$ cat src/rtl/mm_pkg.sv
// ---------------------------------------------------------------------------
// mm_pkg
// Shared definitions for the matrix-multiply MAC engine:
//   - mm_state_e : sequencer state encoding (IDLE, RUN, DRAIN, FINISH)
//   - STAGES     : depth of the issue -> result pipeline
//   - mm_aw()    : operand/result address width for an NxN matrix
//   - mm_accw()  : accumulator width that holds N worst-case products
//   - idx()      : row-major element index r*n + c
// ---------------------------------------------------------------------------
package mm_pkg;

    typedef enum logic [1:0] {
        ST_IDLE   = 2'd0,
        ST_RUN    = 2'd1,
        ST_DRAIN  = 2'd2,
        ST_FINISH = 2'd3
    } mm_state_e;

    // Issue edge (memory samples address) + data edge (MAC retires).
    localparam int STAGES = 2;

    function automatic int mm_aw(input int n);
        return (n * n > 1) ? $clog2(n * n) : 1;
    endfunction

    // Each product fits in 2*DW bits; summing N of them needs clog2(N) more.
    function automatic int mm_accw(input int n, input int dw);
        return 2 * dw + $clog2(n);
    endfunction

    function automatic int idx(input int r, input int c, input int n);
        return r * n + c;
    endfunction

endpackage

$ cat src/rtl/mm_mac_unit.sv
// ---------------------------------------------------------------------------
// mm_mac_unit
// Second pipeline stage of the MAC engine: multiplies the operand pair that
// arrives from the synchronous-read memories, accumulates over k, and
// registers a finished C element on the last-of-k term.
//
// Ports:
//   clk, rst_n     clock / asynchronous active-low reset
//   i_clr          synchronous clear (controller load): acc, flags, strobe
//   i_vld          operand pair on i_a/i_b is a real issue (not a stall)
//   i_first        first k term: accumulator restarts from the product
//   i_last         last k term: result register loads the new sum
//   i_tag          result address carried from the issue stage
//   i_wr_en        controller write permission, sampled on the last term
//   i_a, i_b       signed operands
//   o_res_we       one-cycle result write strobe
//   o_res_addr     result address
//   o_res_data     sign-extended sum of products
//   o_drop_err     sticky: a result completed while i_wr_en was low
// ---------------------------------------------------------------------------
module mm_mac_unit
    import mm_pkg::*;
#(
    parameter int DW   = 8,
    parameter int AW   = 4,
    parameter int ACCW = 18
) (
    input  logic                   clk,
    input  logic                   rst_n,
    input  logic                   i_clr,
    input  logic                   i_vld,
    input  logic                   i_first,
    input  logic                   i_last,
    input  logic [AW-1:0]          i_tag,
    input  logic                   i_wr_en,
    input  logic signed [DW-1:0]   i_a,
    input  logic signed [DW-1:0]   i_b,
    output logic                   o_res_we,
    output logic [AW-1:0]          o_res_addr,
    output logic [ACCW-1:0]        o_res_data,
    output logic                   o_drop_err
);

    logic signed [2*DW-1:0] w_prod;
    logic signed [ACCW-1:0] w_prod_ext;
    logic signed [ACCW-1:0] w_acc_nxt;
    logic signed [ACCW-1:0] r_acc;

    assign w_prod     = i_a * i_b;
    assign w_prod_ext = {{(ACCW - 2*DW){w_prod[2*DW-1]}}, w_prod};
    // First term restarts the sum so no explicit clear is needed between
    // elements; stalls never assert i_vld, so acc is untouched by them.
    assign w_acc_nxt  = i_first ? w_prod_ext : (r_acc + w_prod_ext);

    always_ff @(posedge clk or negedge rst_n) begin
        if (!rst_n) begin
            r_acc      <= '0;
            o_res_we   <= 1'b0;
            o_res_addr <= '0;
            o_res_data <= '0;
            o_drop_err <= 1'b0;
        end else if (i_clr) begin
            r_acc      <= '0;
            o_res_we   <= 1'b0;
            o_res_addr <= '0;
            o_res_data <= '0;
            o_drop_err <= 1'b0;
        end else begin
            o_res_we <= 1'b0;
            if (i_vld) begin
                r_acc <= w_acc_nxt;
                if (i_last) begin
                    o_res_data <= w_acc_nxt;
                    o_res_addr <= i_tag;
                    o_res_we   <= i_wr_en;
                    if (!i_wr_en) begin
                        o_drop_err <= 1'b1;
                    end
                end
            end
        end
    end

endmodule

$ cat src/rtl/mm_mac_engine.sv
// ---------------------------------------------------------------------------
// mm_mac_engine
// Sequencer + datapath computing C = A x B for NxN signed matrices held in
// two synchronous-read operand memories. Walks (i, j, k) in row-major order,
// one operand pair per cycle while start_mac is high, and writes each C
// element to a result memory two cycles after its last k term is issued.
//
// Ports:
//   clk, rst_n        clock / asynchronous active-low reset
//   load              clear counters, accumulator, flags; back to IDLE
//   start_mac         level: run / continue while high, stall while low
//   wr_en             controller write permission (gates res_we)
//   a_addr, b_addr    operand read addresses (A: i*N+k, B: k*N+j)
//   rd_en             operand read strobe
//   a_rdata, b_rdata  operand data, valid one cycle after rd_en
//   res_we            one-cycle result write strobe
//   res_addr          result address i*N+j
//   res_data          C[i][j], sign-extended
//   mm_done           level: all N*N results processed
//   drop_err          sticky: a result completed while wr_en was low
// ---------------------------------------------------------------------------
module mm_mac_engine
    import mm_pkg::*;
#(
    parameter int N    = 3,
    parameter int DW   = 8,
    parameter int AW   = mm_aw(N),
    parameter int ACCW = mm_accw(N, DW)
) (
    input  logic            clk,
    input  logic            rst_n,
    input  logic            load,
    input  logic            start_mac,
    input  logic            wr_en,
    output logic [AW-1:0]   a_addr,
    output logic [AW-1:0]   b_addr,
    output logic            rd_en,
    input  logic [DW-1:0]   a_rdata,
    input  logic [DW-1:0]   b_rdata,
    output logic            res_we,
    output logic [AW-1:0]   res_addr,
    output logic [ACCW-1:0] res_data,
    output logic            mm_done,
    output logic            drop_err
);

    localparam int            CW   = $clog2(N);
    localparam logic [CW-1:0] LAST = CW'(N - 1);

    mm_state_e      r_state;
    logic [CW-1:0]  r_i, r_j, r_k;
    logic           r_mm_done;

    // r_vld_pipe[1]: an issue is in flight (data arrives this cycle)
    // r_vld_pipe[2]: the MAC stage retired an issue on the last edge
    logic [STAGES:1] r_vld_pipe;
    logic            r_first1;
    logic            r_last1;
    logic [AW-1:0]   r_tag1;

    logic w_issue;
    logic w_final;

    assign w_issue = (r_state == ST_RUN) && start_mac;
    assign w_final = (r_i == LAST) && (r_j == LAST) && (r_k == LAST);

    assign rd_en   = w_issue;
    assign a_addr  = AW'(idx(int'(r_i), int'(r_k), N));
    assign b_addr  = AW'(idx(int'(r_k), int'(r_j), N));
    assign mm_done = r_mm_done;

    always_ff @(posedge clk or negedge rst_n) begin
        if (!rst_n) begin
            r_state    <= ST_IDLE;
            r_i        <= '0;
            r_j        <= '0;
            r_k        <= '0;
            r_vld_pipe <= '0;
            r_first1   <= 1'b0;
            r_last1    <= 1'b0;
            r_tag1     <= '0;
            r_mm_done  <= 1'b0;
        end else if (load) begin
            // Dropping the valid bits discards any read already in flight.
            r_state    <= ST_IDLE;
            r_i        <= '0;
            r_j        <= '0;
            r_k        <= '0;
            r_vld_pipe <= '0;
            r_first1   <= 1'b0;
            r_last1    <= 1'b0;
            r_tag1     <= '0;
            r_mm_done  <= 1'b0;
        end else begin
            r_vld_pipe <= {r_vld_pipe[STAGES-1:1], w_issue};

            if (w_issue) begin
                r_first1 <= (r_k == '0);
                r_last1  <= (r_k == LAST);
                r_tag1   <= AW'(idx(int'(r_i), int'(r_j), N));
                if (r_k == LAST) begin
                    r_k <= '0;
                    if (r_j == LAST) begin
                        r_j <= '0;
                        r_i <= (r_i == LAST) ? '0 : r_i + CW'(1);
                    end else begin
                        r_j <= r_j + CW'(1);
                    end
                end else begin
                    r_k <= r_k + CW'(1);
                end
            end

            case (r_state)
                ST_IDLE: begin
                    if (start_mac) begin
                        r_state <= ST_RUN;
                    end
                end
                ST_RUN: begin
                    if (w_issue && w_final) begin
                        r_state <= ST_DRAIN;
                    end
                end
                ST_DRAIN: begin
                    // Nothing left in flight and the final element retired on
                    // the previous edge: its write strobe is being presented
                    // now, so done rises on the edge that ends that cycle.
                    if (!r_vld_pipe[1] && r_vld_pipe[2]) begin
                        r_state   <= ST_FINISH;
                        r_mm_done <= 1'b1;
                    end
                end
                ST_FINISH: begin
                    r_mm_done <= 1'b1;
                end
                default: begin
                    r_state <= ST_IDLE;
                end
            endcase
        end
    end

    mm_mac_unit #(
        .DW   (DW),
        .AW   (AW),
        .ACCW (ACCW)
    ) u_mac (
        .clk        (clk),
        .rst_n      (rst_n),
        .i_clr      (load),
        .i_vld      (r_vld_pipe[1]),
        .i_first    (r_first1),
        .i_last     (r_last1),
        .i_tag      (r_tag1),
        .i_wr_en    (wr_en),
        .i_a        (a_rdata),
        .i_b        (b_rdata),
        .o_res_we   (res_we),
        .o_res_addr (res_addr),
        .o_res_data (res_data),
        .o_drop_err (drop_err)
    );

endmodule

$ cat config.mk
export PLATFORM = sky130hd
export DESIGN_NAME = mm_mac_engine
export DESIGN_NICKNAME = d
export VERILOG_FILES = /design/src/rtl/mm_pkg.sv /design/src/rtl/mm_mac_unit.sv /design/src/rtl/mm_mac_engine.sv
export SDC_FILE = /design/constraint.sdc
export NUM_CORES = 1
export LEC_CHECK = 0
export CAP_MARGIN = 5
export CORE_ASPECT_RATIO = 0.9
export CORE_MARGIN = 4
export CORE_UTILIZATION = 55
export DETAILED_ROUTE_END_ITERATION = 16
export DONT_BUFFER_PORTS = 1
export PLACE_DENSITY = 0.7
export RECOVER_POWER = 25
export SYNTH_ARGS = -nofsm -noshare
export SYNTH_HDL_FRONTEND = slang
export SYNTH_HIERARCHICAL = 1
export SYNTH_SLANG_ARGS = --single-unit
$ cat constraint.sdc
create_clock -name clk -period 2.8 [get_ports clk]
set_clock_uncertainty 0.1 [all_clocks]
set_input_delay 0.56 -clock clk [delete_from_list [all_inputs] [get_ports clk]]
set_output_delay 0.56 -clock clk [all_outputs]
set_load 0.02 [all_outputs]
; Word-level counts from Yosys, hierarchy flattened
; Cells that the tools add are included.
[op_classes]
shifts = 0
n_mul = 3
reduce_logical = 21
div = 0
muxes = 43
n_bitwise = 0
addsub = 7
magnitude_cmp = 0
n_eq_ne = 10
[op_table]
columns = cell, count
row1 = 18-bit 2-to-1 mux, 6
row2 = 2-bit 2-to-1 mux, 17
row3 = 4-bit 2-to-1 mux, 5
row4 = 18-bit by 16-bit adder with 18-bit output, 1
row5 = 8-bit by 8-bit multiplier with 16-bit output, 1
row6 = 1-bit 2-to-1 mux, 13
row7 = "2-bit == test, second input constant", 5
row8 = 2-bit nonzero test, 5
row9 = 4-bit by 2-bit adder with 4-bit output, 2
row10 = "2-bit by 2-bit multiplier with 4-bit output, second input constant", 2
row11 = "2-bit by 1-bit adder with 2-bit output, second input constant", 3
row12 = "3-bit != test, second input constant", 2
row13 = 2-bit one-hot mux with 3 select lines, 1
row14 = 2-bit AND reduction, 3
row15 = 3-bit AND reduction, 2
row16 = 1-bit logical AND, 5
row17 = 4-bit by 3-bit adder with 4-bit output, 1
row18 = 2-bit logical NOT, 2
row19 = 4-bit AND reduction, 1
row20 = 4-bit nonzero test, 1
row21 = "3-bit by 2-bit != test with 1-bit output, second input constant", 1
row22 = 3-bit nonzero test, 1
row23 = "2-bit by 1-bit == test with 1-bit output, second input constant", 1
row24 = "2-bit != test, second input constant", 1
row25 = 2 further kinds, 2
[totals]
rom_bits = 0
ram_bits = 0
latchBits = 0
reg_bits = 59
memories = 0
in_bits = 21
out_inout_bits = 34

; Logic depth before layout (Yosys ltp)
[logic_depth]
ltp_word = 7
mapped_depth = 24
depth_no_buf = 24

; Modules after synthesis
; Netlist, hierarchy kept.
[modules_own_cells]
columns = mod, cells_each, n_inst, area_each_um2, seq_area_each_um2
row1 = mm_mac_unit, 611, 1, 5352.6, 1051.0
row2 = mm_mac_engine, 114, 1, 1138.6, 400.4

; Worst setup path after synthesis
; OpenSTA, ideal clock, no wires.
[synth_path]
path_type = input to register
from = input port a_rdata[3]
to = register u_mac.o_res_data[17]
arrival_ps = 5672
slack_ps = -3101
setup_ps = 129
n_path_buf = 0
required_time_ps = 2571
cell_stages = 24
cell_sequence = and2_1 fa_1 inv_1 fa_1 inv_1 fa_1 inv_1 fa_1 inv_1 ha_1 a211o_2 a21oi_1 a21oi_1 o21a_1 nor2_1 xnor2_1 ha_1 nand2_1 a211oi_1 a311oi_1 a211oi_2 or3_1 a311oi_1 nor3_1
[synth_via]
elab_chain_cells = 6
[synth_lines]
columns = element, line_no
row1 = start: declaration, mm_mac_engine.sv:38  ; input logic [DW-1:0] a_rdata,
row2 = 8-bit by 8-bit multiplier with 16-bit output *, mm_mac_unit.sv:49  ; assign w_prod = i_a * i_b;
row3 = 18-bit by 16-bit adder with 18-bit output, mm_mac_unit.sv:53  ; assign w_acc_nxt = i_first ? w_prod_ext : (r_acc + w_prod_ext);
row4 = 18-bit 2-to-1 mux *, mm_mac_unit.sv:53
row5 = 18-bit 2-to-1 mux *, mm_mac_unit.sv:72  ; if (i_last) begin
row6 = 18-bit 2-to-1 mux *, mm_mac_unit.sv:70  ; if (i_vld) begin
row7 = 18-bit 2-to-1 mux *, mm_mac_unit.sv:62  ; end else if (i_clr) begin
row8 = end signal: assignment, mm_mac_unit.sv:73  ; o_res_data <= w_acc_nxt;
row9 = end: declaration, mm_mac_unit.sv:40  ; output logic [ACCW-1:0] o_res_data,
; Every way passes the cells marked *; elsewhere a longest branch is shown, timed or not. The select of a mux whose other input is x is not followed.
; A chain may end at the register's enable or synchronous reset.

; Worst setup path in the final report
[layout_path]
from = input port b_rdata[2]
to = register u_mac.o_res_data[17]
[layout_via]
elab_chain_cells = 6
[layout_lines]
columns = element, line_no
row1 = start: declaration, mm_mac_engine.sv:39  ; input logic [DW-1:0] b_rdata,
row2 = 8-bit by 8-bit multiplier with 16-bit output *, mm_mac_unit.sv:49
row3 = 18-bit by 16-bit adder with 18-bit output, mm_mac_unit.sv:53
row4 = 18-bit 2-to-1 mux *, mm_mac_unit.sv:53
row5 = 18-bit 2-to-1 mux *, mm_mac_unit.sv:72
row6 = 18-bit 2-to-1 mux *, mm_mac_unit.sv:70
row7 = 18-bit 2-to-1 mux *, mm_mac_unit.sv:62
; Marks and branches as above.

==> run_results.csv <==
group,metric,value,unit
placement,preCtsSetupSlack,-3.17,ns
clock_tree,cts_tree,"built",
worst_setup_path,required,2.91,ns
synthesis,ys_async_sr_fraction,100,%
power,p_total,12.8,mW
worst_setup_path,crit_path_start_kind,"input pin",
power,leakage,3.94,nW
floorplan,rows,37,
sta,max_freq,182,MHz
power,power_density,1480,mW/mm^2
flow_run,maxCapViolations,0,
worst_setup_path,path_common_cell,"fa_1",
global_route,grt_pass1_wl,27800,um
synthesis,ys_top_cells_by_area,"dfrtp_1 (22%), fa_1 (19%), ha_1 (13%)",
synthesis,synth_warnings,6,
clock_tree,htreeDepth,3,
placement,dp_hpwl,12300,um
clock_tree,root_buffer,"clkbuf_16",
floorplan,ios,55,
synthesis,ys.flop_type,"dfrtp_1",
floorplan,die_y,111,um
worst_setup_path,path_class,"in2reg",
synthesis,synth_seq_cells,58,
worst_setup_path,slowest_stage,"fa_1",
clock_tree,clkTransAtPathRegs,0.05,ns
synthesis,yosysSeqAreaShare,22.4,%
global_route,grtUsageTotal,25.5,%
worst_setup_path,slowest_delay,0.54,ns
floorplan,dieArea,0.0136,sq mm
floorplan,design.core.area,0.0115,sq mm
run_status,status,"finished with violations",
synthesis,synth_nets,871,
synthesis,synth_top_cell_area_share,22.4,%
global_route,grt_antenna_before_repair,0,
detailed_routing,drt_iter0_drc,293,
clock_tree,cts_num_sinks,58,
global_route,gr-total-overflow,0,
placement,place.gp.congestion,0.821,
finish,final_nets,971,
worst_setup_path,critPathTopFamily,"adder cells",
sta,relSlewSlack,2.33,%
detailed_routing,ant_nets,0,
hold_path,worstHoldPathType,"in2reg",
synthesis,yosys-top-cells-count,"inv_1 (113), nand2_1 (79), ha_1 (65), fa_1 (60), dfrtp_1 (58)",
floorplan,initial_core_util,56.5,%
run_status,violations,"setup timing",
sta,final-max-slew-violation-count,0,
worst_setup_path,end_kind,"flop",
sta,hold_viol,0,
detailed_routing,post_drt_wl_per_cell,17.4,um
worst_setup_path,path_cells,"and2_4, fa_1, inv_1, fa_1, inv_2, fa_1, inv_1, fa_1, inv_2, ha_4, a211o_4, a21oi_2, a21oi_2, o21a_1, nor2_2, xnor2_1, ha_1, nand2_1, a211oi_2, a311oi_2, a211oi_4, or3_4, a311oi_2, nor3_1",
clock_tree,cts_buffers,9,
sta,period_share,197,%
synthesis,ys_types,64,
finish,area_growth,33.1,%
synthesis,syn_area_per_cell,8.95,sq um
sta,fin_ws,-2.71,ns
synthesis,synth_edf_count,0,
synthesis,synth_area,0.00649,sq mm
synthesis,yosysMostFrequentCell,"inv_1",
detailed_routing,dr.pass1.iters,5,
detailed_routing,wirelength,17100,um
detailed_routing,viasPerCell,5.57,
sta,fin_crit,5.51,ns
worst_setup_path,crit_arrival,5.61,ns
worst_setup_path,crit_buf_inv,4,
global_route,grt_max_degree,59,
detailed_routing,via_count,5496,
clock_tree,clk_latency,0.33,ns
sta,finalSetupViolCount,29,
placement,portBuffers,0,
sta,worstMarginPinSlew,1.47,ns
power,peakVddDrop,1.08,mV
synthesis,synth_top_cell_by_area,"dfrtp_1",
finish,antenna_cells,0,
worst_setup_path,cp_max_fo,8,
detailed_routing,drcViolationCount,0,
synthesis,synthCells,725,
sta,rsz0062_at_grt,"true",
finish,drive_above_1_share,34.0,%
floorplan,die_x,123,um
clock_tree,cts.path.max_buffers,2,
global_route,grt_pass1_vias,5837,
[layout by cell type (no fill, tap or decap), types with 9 or more instances in the layout]
cell	synthesis	final
o21ai_0	23	11
and2_4	0	15
a211oi_1	15	9
and2_1	47	32
a21oi_1	47	26
inv_2	0	19
nor2_1	50	46
xnor2_1	23	16
a21oi_2	0	20
fa_1	60	56
ha_1	65	36
mux2i_1	13	10
buf_6	2	15
clkbuf_16	0	9
dfrtp_1	58	54
inv_1	113	94
buf_4	1	90
ha_4	0	27
nand2_1	79	76
[through the flow]
stage / hold WS [ns] / instance area [sq um] / std cells / utilization (%) / TNS (ns)
2_1_floorplan: 0.164 / 6850 / 725 / - / -55.35
3_3_place_gp: 0.166 / 7650 / 953 / 66.7 / -65.88
3_5_place_dp: 0.166 / 7650 / 953 / 66.7 / -67.92
4_1_cts: 0.00232 / 8290 / 978 / 72.2 / -56.23
5_1_grt: 0.174 / 8640 / 986 / 75.3 / -61.46
6_report: 0.189 / 8640 / 986 / 75.3 / -57.93
[area by class of cell]
class | instances | area [sq um]
Fill cell | 834 | 2840
Inverter | 113 | 424
Clock inverter | 5 | 52.6
Sequential cell | 58 | 1460
Clock buffer | 11 | 253
Timing Repair Buffer | 109 | 910
Tap cell | 156 | 195
Multi-Input combinational cell | 534 | 5350
[registers in the layout, indices dropped and copies added, names as in the netlist, 2 cells and up]
signal            count
r_state               2
r_vld_pipe            2
u_mac/r_acc          18
u_mac/o_res_data     18
r_i                   2
u_mac/o_res_addr      4
r_tag1                4
r_j                   2
[per-layer routing]
layer / track usage [%] / vias up / wire [um]
li1: - / 2586 / -
met4: 5.30 / 0 / 346
met5: 0 / - / 0
met3: 4.29 / 33 / 669
met1: 32.5 / 2746 / 6860
met2: 45.2 / 131 / 9260
[logic make-up (layout without fill, tap and decap cells)]
family / after synthesis / in the layout / synth area share [%]
and+or+nand+nor: 222 / 222 / 16.6
AOI/OAI and AO/OA: 140 / 140 / 14.5
buffers and inverters: 133 / 238 / 8.37
adders and majority gates: 125 / 125 / 31.0
DFF: 58 / 58 / 22.4
xor gates and xnor gates: 30 / 30 / 4.16
muxes: 17 / 17 / 2.93
[power breakdown]
part	total, mW	switching (mW)	internal (mW)
clock network	1.12	0.387	0.731
logic	10.6	5.28	5.35
registers	1.05	0.117	0.936
total	12.8	5.79	7.01
[final timing paths]
path | slack (ns) | startpoint | cells after the start | endpoint
worst min register to register | 0.40 | u_mac/r_acc[15]$_DFFE_PN0P_ | 2 | u_mac/r_acc[15]$_DFFE_PN0P_
max in group asynchronous | 1.13 | rst_n | 1 | r_first1$_DFFE_PN0P_
min in group asynchronous | 0.47 | rst_n | 1 | u_mac/r_acc[6]$_DFFE_PN0P_
worst max register to register | 0.11 | u_mac/r_acc[0]$_DFFE_PN0P_ | 11 | u_mac/r_acc[16]$_DFFE_PN0P_
worst min-delay path | 0.19 | load | 1 | u_mac/r_acc[9]$_DFFE_PN0P_
worst max-delay path | -2.71 | b_rdata[2] | 24 | u_mac/o_res_data[17]$_DFFE_PN0P_
[repair_timing]
item	in CTS	in global routing
buffers inserted	9	12
pin swaps	57	37
resized for setup	49	68
endpoints found under the hold margin	58	0
endpoints found under the setup margin	31	34
hold buffers	1	0
Note: power is estimated with default switching activity, not from simulation.
